$ cat config.mk
export PLATFORM = sky130hd
export DESIGN_NAME = uart_rx_cfg_flat
export DESIGN_NICKNAME = d
export VERILOG_FILES = /design/src/rtl/uart_rx_cfg_if.sv /design/src/rtl/uart_rx_cfg.sv /design/src/flat_wrapper.sv
export SDC_FILE = /design/constraint.sdc
export NUM_CORES = 1
export LEC_CHECK = 0
export ABC_AREA = 1
export ABC_CLOCK_PERIOD_IN_PS = 2900
export BUFFER_PORTS_ARGS = -buffer_cell sky130_fd_sc_hd__buf_2
export CAP_MARGIN = 25
export CORE_UTILIZATION = 61
export DETAILED_ROUTE_END_ITERATION = 12
export GPL_ROUTABILITY_DRIVEN = 0
export MAX_ROUTING_LAYER = met4
export PLACE_DENSITY = 0.81
export SYNTH_ARGS = -nofsm -noshare
export SYNTH_HDL_FRONTEND = slang
export SYNTH_SLANG_ARGS = --single-unit
$ cat constraint.sdc
create_clock -name clk -period 2.9 [get_ports clk]
set_input_delay 0.435 -clock clk [delete_from_list [all_inputs] [get_ports clk]]
set_output_delay 0.435 -clock clk [all_outputs]
set_load 0.02 [all_outputs]
$ cat src/rtl/uart_rx_cfg_if.sv
// Byte-stream handshake between the UART receiver (master) and its consumer (slave).
interface uart_rx_cfg_if #(
  parameter int N_BITS = 8
);
  logic [N_BITS-1:0] tdata;
  logic              tvalid;
  logic              tready;

  modport master (
    output tdata,
    output tvalid,
    input  tready
  );

  modport slave (
    input  tdata,
    input  tvalid,
    output tready
  );
endinterface

$ cat src/rtl/uart_rx_cfg.sv
// Configurable UART receiver: 2-flop input synchroniser, run-time baud divisor,
// 5..9 data bits, 1 or 2 stop bits, framing/overrun pulses.
// Optional feature macro: UART_RX_PARITY_EN adds a parity bit after the data
// bits and drives parity_err (odd or even per PARITY_ODD).
module uart_rx_cfg #(
  parameter int CLK_FREQ   = 25_000_000,
  parameter int BAUD_RATE  = 115200,
  parameter int N_BITS     = 8,
  parameter int STOP_BITS  = 1,
  parameter int DIV_W      = 16,
  parameter int PARITY_ODD = 0
) (
  input  logic             clk,
  input  logic             rst,
  input  logic             rx_data,
  input  logic [DIV_W-1:0] baud_div,
  uart_rx_cfg_if.master    m_axis,
  output logic             frame_err,
  output logic             overrun,
  output logic             parity_err
);

  localparam int N_TICKS = CLK_FREQ / BAUD_RATE;
  localparam int BW      = $clog2(N_BITS + 1);

`ifdef UART_RX_PARITY_EN
  typedef enum logic [2:0] {
    S_IDLE   = 3'd0,
    S_START  = 3'd1,
    S_DATA   = 3'd2,
    S_PARITY = 3'd3,
    S_STOP   = 3'd4,
    S_DONE   = 3'd5
  } state_t;

  // Expected parity bit for a data word.
  function automatic logic calc_parity(input logic [N_BITS-1:0] data);
    calc_parity = (^data) ^ (PARITY_ODD != 0);
  endfunction
`else
  typedef enum logic [2:0] {
    S_IDLE  = 3'd0,
    S_START = 3'd1,
    S_DATA  = 3'd2,
    S_STOP  = 3'd4,
    S_DONE  = 3'd5
  } state_t;
`endif

  state_t            state_q, state_d;
  logic              sync1_q, rxs_q;
  logic [DIV_W-1:0]  tick_q, tick_d;
  logic [BW-1:0]     bit_q, bit_d;
  logic [DIV_W-1:0]  div_q, div_d;
  logic [N_BITS-1:0] shift_q, shift_d;
  logic              ferr_q, ferr_d;
  logic [N_BITS-1:0] tdata_q, tdata_d;
  logic              tvalid_q, tvalid_d;
  logic              frame_err_q, frame_err_d;
  logic              overrun_q, overrun_d;
  logic [DIV_W-1:0]  eff_div;
  logic [DIV_W-1:0]  half_div;
  logic              bit_end;
`ifdef UART_RX_PARITY_EN
  logic              pbad_q, pbad_d;
  logic              parity_err_q, parity_err_d;
`endif

  // Two-flop synchroniser on the asynchronous line; idles high out of reset.
  always_ff @(posedge clk) begin
    if (rst) begin
      sync1_q <= 1'b1;
      rxs_q   <= 1'b1;
    end else begin
      sync1_q <= rx_data;
      rxs_q   <= sync1_q;
    end
  end

  // Effective divisor: 0 picks the compile-time rate, tiny values clamp to 4.
  always_comb begin
    if (baud_div == {DIV_W{1'b0}}) begin
      eff_div = DIV_W'(N_TICKS);
    end else if (baud_div < DIV_W'(4)) begin
      eff_div = DIV_W'(4);
    end else begin
      eff_div = baud_div;
    end
  end

  assign half_div = (div_q - DIV_W'(1)) >> 1;
  assign bit_end  = (tick_q == (div_q - DIV_W'(1)));

  // Next-state, datapath and output-register decisions for the receive FSM.
  always_comb begin
    state_d     = state_q;
    tick_d      = tick_q;
    bit_d       = bit_q;
    div_d       = div_q;
    shift_d     = shift_q;
    ferr_d      = ferr_q;
    tdata_d     = tdata_q;
    tvalid_d    = tvalid_q & ~m_axis.tready;
    frame_err_d = 1'b0;
    overrun_d   = 1'b0;
`ifdef UART_RX_PARITY_EN
    pbad_d       = pbad_q;
    parity_err_d = 1'b0;
`endif
    case (state_q)
      S_IDLE: begin
        tick_d = {DIV_W{1'b0}};
        bit_d  = {BW{1'b0}};
        if (!rxs_q) begin
          state_d = S_START;
          div_d   = eff_div;
          ferr_d  = 1'b0;
`ifdef UART_RX_PARITY_EN
          pbad_d  = 1'b0;
`endif
        end else begin
          state_d = S_IDLE;
        end
      end
      S_START: begin
        if (tick_q == half_div) begin
          tick_d = {DIV_W{1'b0}};
          bit_d  = {BW{1'b0}};
          // A high line at mid-start is a glitch, not a frame.
          if (!rxs_q) begin
            state_d = S_DATA;
          end else begin
            state_d = S_IDLE;
          end
        end else begin
          tick_d = tick_q + DIV_W'(1);
        end
      end
      S_DATA: begin
        if (bit_end) begin
          tick_d  = {DIV_W{1'b0}};
          // LSB arrives first: shifting in from the top leaves it at bit 0.
          shift_d = {rxs_q, shift_q[N_BITS-1:1]};
          if (bit_q == BW'(N_BITS - 1)) begin
            bit_d   = {BW{1'b0}};
`ifdef UART_RX_PARITY_EN
            state_d = S_PARITY;
`else
            state_d = S_STOP;
`endif
          end else begin
            bit_d = bit_q + BW'(1);
          end
        end else begin
          tick_d = tick_q + DIV_W'(1);
        end
      end
`ifdef UART_RX_PARITY_EN
      S_PARITY: begin
        if (bit_end) begin
          tick_d  = {DIV_W{1'b0}};
          pbad_d  = rxs_q ^ calc_parity(shift_q);
          state_d = S_STOP;
        end else begin
          tick_d = tick_q + DIV_W'(1);
        end
      end
`endif
      S_STOP: begin
        if (bit_end) begin
          tick_d = {DIV_W{1'b0}};
          if (!rxs_q) begin
            ferr_d = 1'b1;
          end else begin
            ferr_d = ferr_q;
          end
          if (bit_q == BW'(STOP_BITS - 1)) begin
            bit_d   = {BW{1'b0}};
            state_d = S_DONE;
          end else begin
            bit_d = bit_q + BW'(1);
          end
        end else begin
          tick_d = tick_q + DIV_W'(1);
        end
      end
      S_DONE: begin
        state_d = S_IDLE;
        if (ferr_q) begin
          frame_err_d = 1'b1;
`ifdef UART_RX_PARITY_EN
        end else if (pbad_q) begin
          parity_err_d = 1'b1;
`endif
        end else if (!tvalid_q || m_axis.tready) begin
          tdata_d  = shift_q;
          tvalid_d = 1'b1;
        end else begin
          overrun_d = 1'b1;
        end
      end
      default: begin
        state_d = S_IDLE;
      end
    endcase
  end

  // FSM state, counters, shift register and registered outputs.
  always_ff @(posedge clk) begin
    if (rst) begin
      state_q     <= S_IDLE;
      tick_q      <= {DIV_W{1'b0}};
      bit_q       <= {BW{1'b0}};
      div_q       <= DIV_W'(4);
      shift_q     <= {N_BITS{1'b0}};
      ferr_q      <= 1'b0;
      tdata_q     <= {N_BITS{1'b0}};
      tvalid_q    <= 1'b0;
      frame_err_q <= 1'b0;
      overrun_q   <= 1'b0;
    end else begin
      state_q     <= state_d;
      tick_q      <= tick_d;
      bit_q       <= bit_d;
      div_q       <= div_d;
      shift_q     <= shift_d;
      ferr_q      <= ferr_d;
      tdata_q     <= tdata_d;
      tvalid_q    <= tvalid_d;
      frame_err_q <= frame_err_d;
      overrun_q   <= overrun_d;
    end
  end

`ifdef UART_RX_PARITY_EN
  // Parity mismatch flag and its one-cycle error pulse.
  always_ff @(posedge clk) begin
    if (rst) begin
      pbad_q       <= 1'b0;
      parity_err_q <= 1'b0;
    end else begin
      pbad_q       <= pbad_d;
      parity_err_q <= parity_err_d;
    end
  end
  assign parity_err = parity_err_q;
`else
  assign parity_err = 1'b0;
`endif

  assign m_axis.tdata  = tdata_q;
  assign m_axis.tvalid = tvalid_q;
  assign frame_err     = frame_err_q;
  assign overrun       = overrun_q;

endmodule

$ cat src/flat_wrapper.sv
// flat-port wrapper written by rule: the top's interface ports become plain ports
module uart_rx_cfg_flat 
#(
  parameter int CLK_FREQ   = 25_000_000,
  parameter int BAUD_RATE  = 115200,
  parameter int N_BITS     = 8,
  parameter int STOP_BITS  = 1,
  parameter int DIV_W      = 16,
  parameter int PARITY_ODD = 0
)
  (clk, rst, rx_data, baud_div, frame_err, overrun, parity_err, m_axis_tdata, m_axis_tvalid, m_axis_tready);
  uart_rx_cfg_if #(.N_BITS(N_BITS)) m_axis_i ();
  input  logic clk;
  input  logic rst;
  input  logic rx_data;
  input  logic [DIV_W-1:0] baud_div;
  output logic frame_err;
  output logic overrun;
  output logic parity_err;
  output wire logic [$bits(m_axis_i.tdata)-1:0] m_axis_tdata;
  output wire logic [$bits(m_axis_i.tvalid)-1:0] m_axis_tvalid;
  input wire logic [$bits(m_axis_i.tready)-1:0] m_axis_tready;
  assign m_axis_tdata = m_axis_i.tdata;
  assign m_axis_tvalid = m_axis_i.tvalid;
  assign m_axis_i.tready = m_axis_tready;
  uart_rx_cfg #(.CLK_FREQ(CLK_FREQ), .BAUD_RATE(BAUD_RATE), .N_BITS(N_BITS), .STOP_BITS(STOP_BITS), .DIV_W(DIV_W), .PARITY_ODD(PARITY_ODD)) u_core (.clk(clk), .rst(rst), .rx_data(rx_data), .baud_div(baud_div), .m_axis(m_axis_i), .frame_err(frame_err), .overrun(overrun), .parity_err(parity_err));
endmodule
# Yosys cells after proc, flatten, opt, wreduce, memory -nomap -nowiden
# Index checks and enable logic that the tools add are counted.
[totals]
register_bits = 61
in_bits = 20
wordCells = 80
[classes]
add_sub_neg = 3
order_cmp = 1
n_eq_ne = 14
n_mux = 28
n_bitwise = 5
reduce_logical = 17
[op_table]
columns = ["cell", "n"]
rows = [
  ["2-to-1 mux 16 bit", 4],
  ["case mux 16 bit (3 select lines)", 1],
  ["2-to-1 mux 4 bit", 5],
  ["adder 16 x 1 -> 16 bit (second input constant)", 1],
  ["equality test 16 x 15 -> 1 bit", 1],
  ["equality test 16 bit", 1],
  ["logical NOT 16 bit", 1],
  ["less-than comparator 16 x 3 -> 1 bit (second input constant)", 1],
  ["case mux 4 bit (4 select lines)", 1],
  ["subtractor 16 x 1 -> 16 bit (second input constant)", 1],
  ["2-to-1 mux 3 bit", 5],
  ["case mux 3 bit (4 select lines)", 1],
  ["inequality test 2 x 1 -> 1 bit (second input constant)", 5],
  ["2-to-1 mux 1 bit", 9],
  ["AND reduction 4 bit", 2],
  ["equality test 3 bit (second input constant)", 2],
  ["AND reduction 5 bit", 1],
  ["adder 4 x 1 -> 4 bit (second input constant)", 1],
  ["equality test 4 x 3 -> 1 bit (second input constant)", 1],
  ["logical NOT 4 bit", 1],
  ["inequality test 2 bit (second input constant)", 2],
  ["NOT 1 bit", 4],
  ["AND reduction 2 bit", 2],
  ["nonzero test 4 bit", 1],
  ["other kinds (13)", 14],
]

# Logic depth before layout (Yosys ltp)
[logic_depth]
depth_word = 5
ltp_mapped = 19
depth_no_buf = 18

# Worst setup path before layout
# No wires, ideal clock.
[synth_timing]
path_kind = "reg2reg"
start = "reg u_core.div_q[0]"
end = "reg u_core.tick_q[2]"
setup_time_ns = 0.110
arrival_time_ns = 2.014
t_required_ns = 2.790
slack_ns = 0.776
stages_incl_launch_ff = 18
path_buffers = 2
cell_sequence = "dfxtp_1 -> inv_1 -> ha_1 -> buf_2 -> nand2_4 -> nor2_4 -> nand3_1 -> nand2_1 -> nand2_1 -> nand2_1 -> nand2_1 -> nor2_1 -> nand4_2 -> buf_6 -> nand3_1 -> nand3_1 -> nand2_1 -> inv_1"
[synth_between]
elab_chain_len = 4
elab_cells_between_ends = 6
cone_classes = "1 x add/sub; 2 x eq/ne; 3 x mux"
[synth_lines]
columns = ["item", "line_no", "source"]
rows = [
  ["from (decl)", "uart_rx_cfg.sv:54", "logic [DIV_W-1:0] div_q, div_d;"],
  ["from (signal assigned)", "uart_rx_cfg.sv:225", "div_q <= div_d;"],
  ["subtractor 16 x 1 -> 16 bit (*)", "uart_rx_cfg.sv:91, uart_rx_cfg.sv:92", ""],
  ["equality test 16 bit / equality test 16 x 15 -> 1 bit (equally long branches)", "uart_rx_cfg.sv:92, uart_rx_cfg.sv:126", ""],
  ["2-to-1 mux 16 bit (on tied branches)", "uart_rx_cfg.sv:140, uart_rx_cfg.sv:170, uart_rx_cfg.sv:126", ""],
  ["case mux 16 bit (3 select lines) (*)", "uart_rx_cfg.sv:110", "case (state_q)"],
  ["to (signal assigned)", "uart_rx_cfg.sv:212", "tick_q <= {DIV_W{1'b0}};"],
  ["to (signal assigned)", "uart_rx_cfg.sv:223", "tick_q <= tick_d;"],
  ["to (decl)", "uart_rx_cfg.sv:52", "logic [DIV_W-1:0] tick_q, tick_d;"],
]
# Mark *: on every way between the ends. The rest lies on a longest branch, timed or not.
# A chain may end at the register's enable or synchronous reset.

# Final worst setup path
[layout_timing]
start = "reg u_core.div_q[0]"
end = "reg u_core.tick_q[8]"
# The elaborated chain is that of the path after synthesis.

==> flow_summary_export.csv <==
group,metric,value,unit
status,outcome,"finished clean",
place,portBuffers,30,
routing,finalWirelength,10300,um
yosys,async_flop_share,0,%
job,maxCapViolCount,0,
yosys,syn_avg_cell_area,6.07,sq um
yosys,ys_types,38,
sta,worst_pin_slew,0.810,ns
cts,cts_made_buffers,9,
sta,grt_setup_unrepaired,"no",
yosys,synthTopCellsByArea,"dfxtp_1 29%, nand2_1 17%, nand3_1 14%, inv_1 8.0%, nor2_1 6.1%",
yosys,synth_top_area_share,28.8,%
yosys,syn_nets,724,
cts,clk_pin_slew,0.08,ns
power,cellInternalPower,1.75,mW
power,clkPwrFrac,25.4,%
cts,clock_path_buffers,2,
critical_path,path_max_fanout,16,
yosys,syn_area,4250,sq um
yosys,synth_common_cells,"189 x nand2_1, 122 x nand3_1, 91 x inv_1, 69 x nor2_1, 61 x dfxtp_1",
power,p_comb_share,42.4,%
routing,remaining_drc_errors,0,
power,p_sw,1.34,mW
yosys,ys_warn_count,0,
yosys,netlist_instances,700,
sta,fmax,0.392,GHz
critical_path,crit_path_end_kind,"register",
cells_and_area,final_nets,747,
die,fp.dieW,85.4,um
die,ios,32,
yosys,yosysSeqAreaShare,28.8,%
global_routing,overflow,0,
global_routing,grt_usage,31.2,%
routing,vias_per_cell,5.52,
routing,dr_total_vias,4461,
critical_path,crit_required,3.15,ns
die,row_count,30,
yosys,synth_top_area_cell,"dfxtp_1",
critical_path,rrSetupSlack,0.35,ns
sta,worst_clock_skew,0.00897,ns
sta,slew_headroom,45.8,%
critical_path,crit_type,"reg -> reg",
global_routing,antenna_found_initial,0,
cells_and_area,drive_gt1_share,12.5,%
critical_path,crit_arrival,2.80,ns
cells_and_area,n_antenna_cell,0,
sta,period_needed,2.55,ns
power,leakagePower,2.27,nW
yosys,synth.most_common_cell,"nand2_1",
min_path,hold_path_class,"in -> reg",
cts,root_buffer,"clkbuf_8",
routing,routedWlPerCell,12.8,um
routing,drt-initial-drc-count,370,
sta,drv_slew,0,
cts,post_cts_buffers,0,
power,swShare,43.4,%
sta,setup_tns,0,ns
cts,cts_tree,"yes",
yosys,ys_seq_elements,61,
die,start_util,62.9,%
die,fp.dieH,85.4,um
yosys,synth_ff_type,"dfxtp_1",
cells_and_area,area_growth,9.31,%
cells_and_area,multi_input_area,2570,sq um
cts,clock_sinks,61,
die,dieArea,7300,sq um
sta,hold_violations,0,
yosys,synth_edf_count,0,
global_routing,grt_pass1_wl,18000,um
power,vdd_drop_max,0.761,mV
cts,clock_latency,0.35,ns
cts,htreeDepth,3,
cells_and_area,seqCellArea,1220,sq um
global_routing,grt_max_degree,25,
cells_and_area,final_core_util,68.7,%
sta,period_share,88.0,%
critical_path,cp-start-kind,"register",
power,power-per-cell-area,666,nW/um^2
power,seqPwrFrac,32.2,%
sta,setup_viol_count_final,0,
die,coreArea,6760,sq um
cells_and_area,n_fill_cell,635,
routing,firstDrtPassIters,5,
routing,antenna_left,0,
place,dp_hpwl,7780,um
global_routing,grt_pass1_vias,4167,
## area by class of cell
type	instances	share of cell area, %
tap	80	2.16
clock buffer	9	2.67
multi-input combinational	520	55.3
sequential	61	26.3
clock inverter	7	1.75
timing repair buffer	35	4.04
inverter	96	7.76
## through the flow
| step | instances | power, mW | worst slack (ns) | hold WS [ns] | area (sq um) |
|---|---|---|---|---|---|
| after global routing | 808 | 3.32 | 0.0681 | 0.262 | 4640 |
| after floorplan | 700 | 2.02 | 0.776 | 0.389 | 4250 |
| final | 808 | 3.09 | 0.348 | 0.267 | 4640 |
| after CTS | 808 | 3.08 | 0.142 | 0.256 | 4630 |
| after detailed placement | 792 | 2.30 | 0.167 | 0.398 | 4430 |
| after global placement | 792 | 2.25 | 0.311 | 0.395 | 4430 |
## per-layer routing
layer / track usage [%] / up-vias / part of all wire (%) / wire [um]
li1: - / 2282 / - / -
met1: 36.5 / 2044 / 44 / 4560
met2: 54.3 / 121 / 49 / 5020
met3: 4.67 / 14 / 5.4 / 561
met4: 11.2 / 0 / 1.6 / 161
met5: - / - / 0 / 0
## critical path, cell delays in order, from the launching register on
cell and delay (ns):
dfxtp_1 0.34, inv_1 0.16, ha_2 0.34, nand2_4 0.12, nor2_4 0.14, nand3_1 0.14, nand2_1 0.12, nand2_1 0.06
nand2_1 0.09, nand2_1 0.05, nor2_1 0.25, nand4_4 0.30, nand3_1 0.16, nand3_1 0.08, nand2_1 0.07, inv_1 0.04
## path summary, 6_finish.rpt
path | startpoint | to | depth (start not counted)
setup / recovery | u_core.div_q[0]$_SDFFE_PP0P_ | u_core.tick_q[8]$_SDFFE_PP0P_ | 15
setup reg to reg | u_core.div_q[0]$_SDFFE_PP0P_ | u_core.tick_q[8]$_SDFFE_PP0P_ | 15
hold / removal | rx_data | u_core.sync1_q$_SDFF_PP1_ | 2
hold reg to reg | u_core.sync1_q$_SDFF_PP1_ | u_core.rxs_q$_SDFF_PP1_ | 1
## flip-flops by register name (all words and copies together) (netlist names)
register,flops
u_core.rxs_q,1
u_core.bit_q,4
u_core.div_q,16
u_core.frame_err,1
u_core.state_q,3
u_core.m_axis.tvalid,1
u_core.tick_q,16
u_core.m_axis.tdata,8
u_core.shift_q,8
u_core.sync1_q,1
u_core.ferr_q,1
u_core.overrun,1
## cells in the final DEF, fill, tap and decap left out, types with 2 or more instances in the layout
master    count
nand2_1     189
nand3_1     122
inv_1        91
nor2_1       69
dfxtp_1      61
a21oi_1      32
buf_2        30
o21ai_0      25
xor2_1       15
nor2_4        9
clkbuf_8      9
nand4_1       8
nor3_1        7
nand2_2       6
inv_2         5
buf_4         5
nand2_4       4
or2_2         4
nor3b_1       4
o21ai_1       3
nand3_2       3
ha_1          3
inv_6         3
nor2_2        2
o221ai_1      2
clkinv_4      2
## kinds of logic (layout without fill, tap and decap cells)
group	after synthesis	after routing	synth area share (%)
AND/OR/NAND/NOR	433	433	47.4
buffers and inverters	119	147	11.0
AO/OA/AOI/OAI	66	66	8.22
flip-flops	61	61	28.8
XOR/XNOR	16	16	3.30
adder cells (fa/ha/maj)	4	4	1.18
other	1	1	0.0883
## power by group through the flow
stage	Sequential (mW)	Combinational (mW)	Clock [mW]
CTS	0.995	1.28	0.801
finish	0.996	1.31	0.784
floorplan	1.00	1.02	0
global route	1.01	1.48	0.840
global placement	1.01	1.24	0
detailed placement	1.01	1.28	0
## repair_timing
item / in CTS / in global routing
resized for setup: 0 / 2
hold buffers: 0 / 0
setup endpoints to repair: 0 / 16
hold endpoints to repair: 0 / 0
(Power assumes the default switching activity.)
